[src/rtl/rtc_pkg.sv]
// Shared types and constants for the RTC time counter.
// Holds the BCD time bundle, the digit maxima and the all-zero time value.
package rtc_pkg;

    typedef struct packed {
        logic [3:0] m10;
        logic [3:0] m1;
        logic [3:0] s10;
        logic [3:0] s1;
        logic [3:0] c10;
        logic [3:0] c1;
    } bcd_time_t;

    localparam logic [3:0] DIGIT_MAX_9 = 4'd9;
    localparam logic [3:0] DIGIT_MAX_5 = 4'd5;

    localparam bcd_time_t TIME_ZERO = '0;

endpackage

[src/rtl/rtc_bcd_digit.sv]
// One BCD digit counting 0..MAX with a carry out.
// Ports: i_clk, i_rst_n, i_clr (sync clear), i_inc (advance), o_digit, o_carry.
module rtc_bcd_digit
    import rtc_pkg::*;
#(
    parameter logic [3:0] MAX = DIGIT_MAX_9
) (
    input  logic       i_clk,
    input  logic       i_rst_n,
    input  logic       i_clr,
    input  logic       i_inc,
    output logic [3:0] o_digit,
    output logic       o_carry
);

    logic [3:0] r_digit;
    logic       w_at_max;

    // >= rather than == so an out-of-range value still folds back to 0
    assign w_at_max = (r_digit >= MAX);
    assign o_carry  = i_inc && w_at_max;
    assign o_digit  = r_digit;

    always_ff @(posedge i_clk or negedge i_rst_n) begin
        if (!i_rst_n) begin
            r_digit <= 4'd0;
        end else if (i_clr) begin
            r_digit <= 4'd0;
        end else if (i_inc) begin
            r_digit <= w_at_max ? 4'd0 : r_digit + 4'd1;
        end
    end

endmodule

[src/rtl/rtc_time_counter.sv]
// Stopwatch-style MM:SS:CC BCD counter with prescaler, tick, overflow and display latch.
// Ports: i_sclk, i_reset_n, i_countinit, i_countenb, i_latchcount,
//        o_time, o_display, o_tick, o_overflow.
module rtc_time_counter
    import rtc_pkg::*;
#(
    parameter int CLKS_PER_TICK = 100000
) (
    input  logic        i_sclk,
    input  logic        i_reset_n,
    input  logic        i_countinit,
    input  logic        i_countenb,
    input  logic        i_latchcount,
    output logic [23:0] o_time,
    output logic [23:0] o_display,
    output logic        o_tick,
    output logic        o_overflow
);

    localparam int PW = (CLKS_PER_TICK > 2) ? $clog2(CLKS_PER_TICK) : 1;
    localparam logic [PW-1:0] LAST = PW'(CLKS_PER_TICK - 1);

    logic [PW-1:0] r_presc;
    logic          r_tick;
    logic          r_ovf;
    bcd_time_t     r_disp;

    logic          w_adv;
    bcd_time_t     w_time;
    logic          w_cy_c1;
    logic          w_cy_c10;
    logic          w_cy_s1;
    logic          w_cy_s10;
    logic          w_cy_m1;
    logic          w_cy_m10;

    // enable is sampled at the edge, so a drop on the wrap edge still advances
    assign w_adv = i_countenb && (r_presc >= LAST);

    always_ff @(posedge i_sclk or negedge i_reset_n) begin
        if (!i_reset_n) begin
            r_presc <= '0;
        end else if (i_countinit) begin
            r_presc <= '0;
        end else if (i_countenb) begin
            r_presc <= w_adv ? '0 : r_presc + 1'b1;
        end
    end

    rtc_bcd_digit #(.MAX(DIGIT_MAX_9)) u_c1 (
        .i_clk(i_sclk), .i_rst_n(i_reset_n), .i_clr(i_countinit),
        .i_inc(w_adv), .o_digit(w_time.c1), .o_carry(w_cy_c1)
    );

    rtc_bcd_digit #(.MAX(DIGIT_MAX_9)) u_c10 (
        .i_clk(i_sclk), .i_rst_n(i_reset_n), .i_clr(i_countinit),
        .i_inc(w_cy_c1), .o_digit(w_time.c10), .o_carry(w_cy_c10)
    );

    rtc_bcd_digit #(.MAX(DIGIT_MAX_9)) u_s1 (
        .i_clk(i_sclk), .i_rst_n(i_reset_n), .i_clr(i_countinit),
        .i_inc(w_cy_c10), .o_digit(w_time.s1), .o_carry(w_cy_s1)
    );

    rtc_bcd_digit #(.MAX(DIGIT_MAX_5)) u_s10 (
        .i_clk(i_sclk), .i_rst_n(i_reset_n), .i_clr(i_countinit),
        .i_inc(w_cy_s1), .o_digit(w_time.s10), .o_carry(w_cy_s10)
    );

    rtc_bcd_digit #(.MAX(DIGIT_MAX_9)) u_m1 (
        .i_clk(i_sclk), .i_rst_n(i_reset_n), .i_clr(i_countinit),
        .i_inc(w_cy_s10), .o_digit(w_time.m1), .o_carry(w_cy_m1)
    );

    rtc_bcd_digit #(.MAX(DIGIT_MAX_5)) u_m10 (
        .i_clk(i_sclk), .i_rst_n(i_reset_n), .i_clr(i_countinit),
        .i_inc(w_cy_m1), .o_digit(w_time.m10), .o_carry(w_cy_m10)
    );

    // carry out of the top digit means the wrap 59:59:99 -> 00:00:00
    always_ff @(posedge i_sclk or negedge i_reset_n) begin
        if (!i_reset_n) begin
            r_tick <= 1'b0;
            r_ovf  <= 1'b0;
            r_disp <= TIME_ZERO;
        end else if (i_countinit) begin
            r_tick <= 1'b0;
            r_ovf  <= 1'b0;
            r_disp <= TIME_ZERO;
        end else begin
            r_tick <= w_adv;
            r_ovf  <= r_ovf | w_cy_m10;
            if (i_latchcount) begin
                r_disp <= w_time;
            end
        end
    end

    assign o_time     = w_time;
    assign o_display  = r_disp;
    assign o_tick     = r_tick;
    assign o_overflow = r_ovf;

endmodule

[config.mk]
export PLATFORM = sky130hd
export DESIGN_NAME = rtc_time_counter
export DESIGN_NICKNAME = d
export VERILOG_FILES = /design/src/rtl/rtc_pkg.sv /design/src/rtl/rtc_bcd_digit.sv /design/src/rtl/rtc_time_counter.sv
export SDC_FILE = /design/constraint.sdc
export NUM_CORES = 1
export LEC_CHECK = 0
export BUFFER_PORTS_ARGS = -buffer_cell sky130_fd_sc_hd__buf_2
export CORE_ASPECT_RATIO = 0.6
export CORE_UTILIZATION = 51
export DETAILED_ROUTE_END_ITERATION = 8
export MAX_ROUTING_LAYER = met4
export PLACE_DENSITY = 0.76
export SYNTH_ARGS = -nofsm -noshare
export SYNTH_HDL_FRONTEND = slang
export SYNTH_SLANG_ARGS = --single-unit
[constraint.sdc]
create_clock -name i_sclk -period 2 [get_ports i_sclk]
set_input_delay 0 -clock i_sclk [delete_from_list [all_inputs] [get_ports i_sclk]]
set_output_delay 0 -clock i_sclk [all_outputs]
set_load 0.02 [all_outputs]
==> summary.log <==
INFO  run_status     outcome=complete, but fails checks
INFO  run_status     violations=setup timing
INFO  worst_setup_path timing.critical_path.cells=or3_4 -> o41ai_4 -> a32oi_4 -> or4_1 -> a21oi_2
INFO  sta            fin_ws=-100ps
INFO  clocking       clock_latency=330ps
INFO  sta            totalNegativeSetupSlack=-1340ps
INFO  global_route   first_pass_grt_wire_length=15000um
INFO  sta            layout_worst_path_cycle_share=1.05
INFO  clocking       clock_tree_from_tritoncts=done
INFO  layout         post-route-util=0.739
INFO  layout         antenna_cells=0
INFO  die            initial_utilization=0.533
INFO  sta            total_count_of_hold_check_failures_in_the_final_report=0
INFO  worst_setup_path worst_path_max_delay_cell=or4_1
INFO  clocking       cts_buffers=9
INFO  worst_setup_path worst_path_largest_cell_delay=590ps
INFO  detailed_routing route.detailed.drc=0
INFO  placed_design  count_of_input_and_output_buffers=54
INFO  worst_setup_path timing.critical_path.from_type=flop
INFO  placed_design  placed_area=4380squm
INFO  sta            setup_viol=30
INFO  worst_setup_path cp-end-kind=flop
INFO  yosys          yosys_register_bits=67
INFO  sta            setup_repair_after_global_routing_missed_its_margin=true
INFO  die            chipHeight=67.0um
INFO  detailed_routing antenna_left=0
INFO  global_route   first_global_vias=3166
INFO  sta            maxSlewHeadroom=0.502
INFO  yosys          post_synth_inst_count=364
INFO  yosys          ys_dominant_reg_cell=dfrtp_1
INFO  yosys          async_reset_ff_frac=1.00
INFO  clocking       clock_path_buffers=2
INFO  global_route   antenna_found_initial=0
INFO  die            placement_rows=23
INFO  global_route   grt_start_max_net_pins=28
INFO  layout         num-fill-cells=458
INFO  sta            finalWorstPathRequiredPeriod=2100ps
INFO  yosys          synth_area=3590squm
INFO  job            drv_cap=0
INFO  yosys          sequential_fraction_of_the_synthesis_area=0.467
INFO  clocking       clock-sinks=67
INFO  detailed_routing first_iter_violations=195
INFO  layout         count_of_nets_after_finishing=497
INFO  global_route   grt_overflow_total=0
INFO  min_path       hold_path.class=input port to flop
INFO  sta            timing_worst_slew_pin_value=747ps
INFO  worst_setup_path crit_required=2260ps
INFO  detailed_routing vias_per_cell=5.66
INFO  yosys          synth_cell_type_count=51
INFO  yosys          synth_enable_flop_cells=0
INFO  layout         drive_gt1_frac=0.376
INFO  pwr            power_leakage=2.43nW
INFO  clocking       path_clk_slew=50ps
INFO  worst_setup_path kind_of_critical_path=flop to flop
INFO  layout         final_area=4980squm
INFO  yosys          number_of_nets_in_the_synthesized_netlist=388
INFO  detailed_routing routedWlPerCell=16.8um
INFO  detailed_routing drt_first_pass_iters=5
INFO  worst_setup_path cp.buffers_inverters=0
INFO  yosys          yosys_warnings=0
INFO  yosys          syn_avg_cell_area=9.87squm
INFO  worst_setup_path worst-path-max-fanout=5
INFO  sta            final.setup_skew=6.19ps
INFO  clocking       cts.root.buffer_cell=clkbuf_16
INFO  placed_design  place.gp.congestion=0.841
INFO  sta            slew_violations=0
INFO  die            core_area=6730squm
INFO  placed_design  hpwl=6460um
INFO  die            dieWidth=110um
INFO  die            boundaryPins=55
INFO  pwr            irDropWorstVdd=0.576mV
INFO  detailed_routing route.vias.total=3188
INFO  layout         syn_to_final_growth=38.6%
INFO  die            dieArea=7390squm
INFO  global_route   grt_use_total=0.282
INFO  worst_setup_path cp.arrival=2360ps
INFO  worst_setup_path critical-path-top-delay-family=simple AND/OR/NAND/NOR gates
INFO  pwr            power_per_cell_area=575nW/um^2
INFO  sta            achievable_clock_frequency=476MHz
INFO  detailed_routing postRouteWirelength=9450um
INFO  clocking       h_tree_depth_reported_by_cts=3
INFO  pwr            power.total=0.00287W
==> per-stage QoR <==
stage               hold slack (ps)  instances  setup WS [ps]
global placement               28.8        540          -58.9
finish                         98.4        563           -100
global route                    100        563           -158
detailed placement             35.2        540           -169
CTS                            84.0        560          -59.4
floorplan                      -296        364          -39.8
==> cells by family after synthesis <==
logic type,count (synthesis),share of synthesized area
simple gates,143,0.198
flops,67,0.467
compound gates,60,0.123
buf+inv,35,0.0383
mux,27,0.0760
fa+ha+maj,19,0.0662
xor+xnor,13,0.0317
==> registers in the layout, indices dropped and copies added (netlist names) <==
| register | cells |
|---|---|
| u_c10.o_digit | 4 |
| u_c1.o_digit | 4 |
| u_s10.o_digit | 4 |
| u_m10.o_digit | 4 |
| o_display | 24 |
| u_s1.o_digit | 4 |
| o_tick | 1 |
| o_overflow | 1 |
| r_presc | 17 |
| u_m1.o_digit | 4 |
==> per-layer routing <==
layer  GRT usage  share of wire  vias up
met4       0.107          0.016        0
met3      0.0763          0.058       16
met2       0.439           0.48      121
li1            -              -     1517
met5           -              0        -
met1       0.352           0.44     1534
==> layout make-up <==
cell class / instances / area [sq um] / share of cell area
clock buffers: 10 / 229 / 0.0460
clock inverters: 4 / 20.0 / 0.00402
inverters: 17 / 63.8 / 0.0128
multi-input cells: 262 / 2070 / 0.416
flip-flops and latches: 67 / 1680 / 0.337
well taps: 87 / 109 / 0.0219
repair buffers: 116 / 807 / 0.162
==> worst paths after layout <==
check                                    startpoint                            to  slack [ps]  cells past startpoint
min                                     i_countinit     o_display[23]$_DFFE_PN0P_         100                      2
min in group asynchronous                 i_reset_n       r_presc[10]$_DFFE_PN0P_         210                      2
min reg2reg                o_display[7]$_DFFE_PN0P_      o_display[7]$_DFFE_PN0P_         510                      2
max                          r_presc[8]$_DFFE_PN0P_  u_s10.o_digit[3]$_DFFE_PN0P_        -100                      5
max reg2reg                  r_presc[8]$_DFFE_PN0P_  u_s10.o_digit[3]$_DFFE_PN0P_        -100                      5
max in group asynchronous                 i_reset_n       r_presc[16]$_DFFE_PN0P_        1200                      3
==> placed cells by master, fill, tap and decap left out, types with 10 or more instances in the layout <==
cell type  Yosys  final
buf_2          5     54
buf_4          0     51
clkbuf_16      0     10
dfrtp_1       67     65
ha_1          19     17
inv_1         17     15
mux2i_1       25     25
nand2_1       18     17
nand3_1       17     13
nand4_1       13     13
nor2_1        57     44
nor2_4         0     10
==> Yosys cell counts (all sizes together) (2+ instances only) <==
library cell	number	area (sq um)
o211ai	3	22.5
o21ai	11	55.1
dfrtp	67	1680
clkbuf	11	41.3
a21oi	13	65.1
nor4	4	31.3
o31ai	4	30.0
inv	17	63.8
xnor2	7	61.3
a31oi	3	18.8
a21o	3	22.5
nor2	57	214
mux2	2	22.5
xor2	6	52.6
buf	7	32.5
o41ai	4	53.8
nor2b	2	12.5
nor3	10	55.1
ha	19	238
nor4b	3	26.3
o2bb2ai	3	26.3
or3	3	23.8
and3	3	18.8
o311ai	5	43.8
nor3b	3	27.5
nand3b	2	15.0
mux2i	25	250
nand4	13	81.3
nand2b	5	31.3
nand3	17	85.1
o21bai	2	15.0
nand2	18	67.6
==> where the power goes <==
part           total (W)  internal, W  switching, W  leakage (nW)
Clock            0.00135     0.000814      0.000540         0.128
Sequential       0.00136      0.00136    0.00000399         0.932
Combinational   0.000147    0.0000494     0.0000974          1.37
==> what timing repair did <==
item | in CTS | in global routing
endpoints found under the hold margin | 20 | 0
gates cloned | 1 | 1
gates resized for setup | 15 | 43
hold buffers | 1 | 0
endpoints found under the setup margin | 14 | 40
buffers inserted | 4 | 2
pin swaps | 9 | 25
Power figures use the tool's default switching activity.
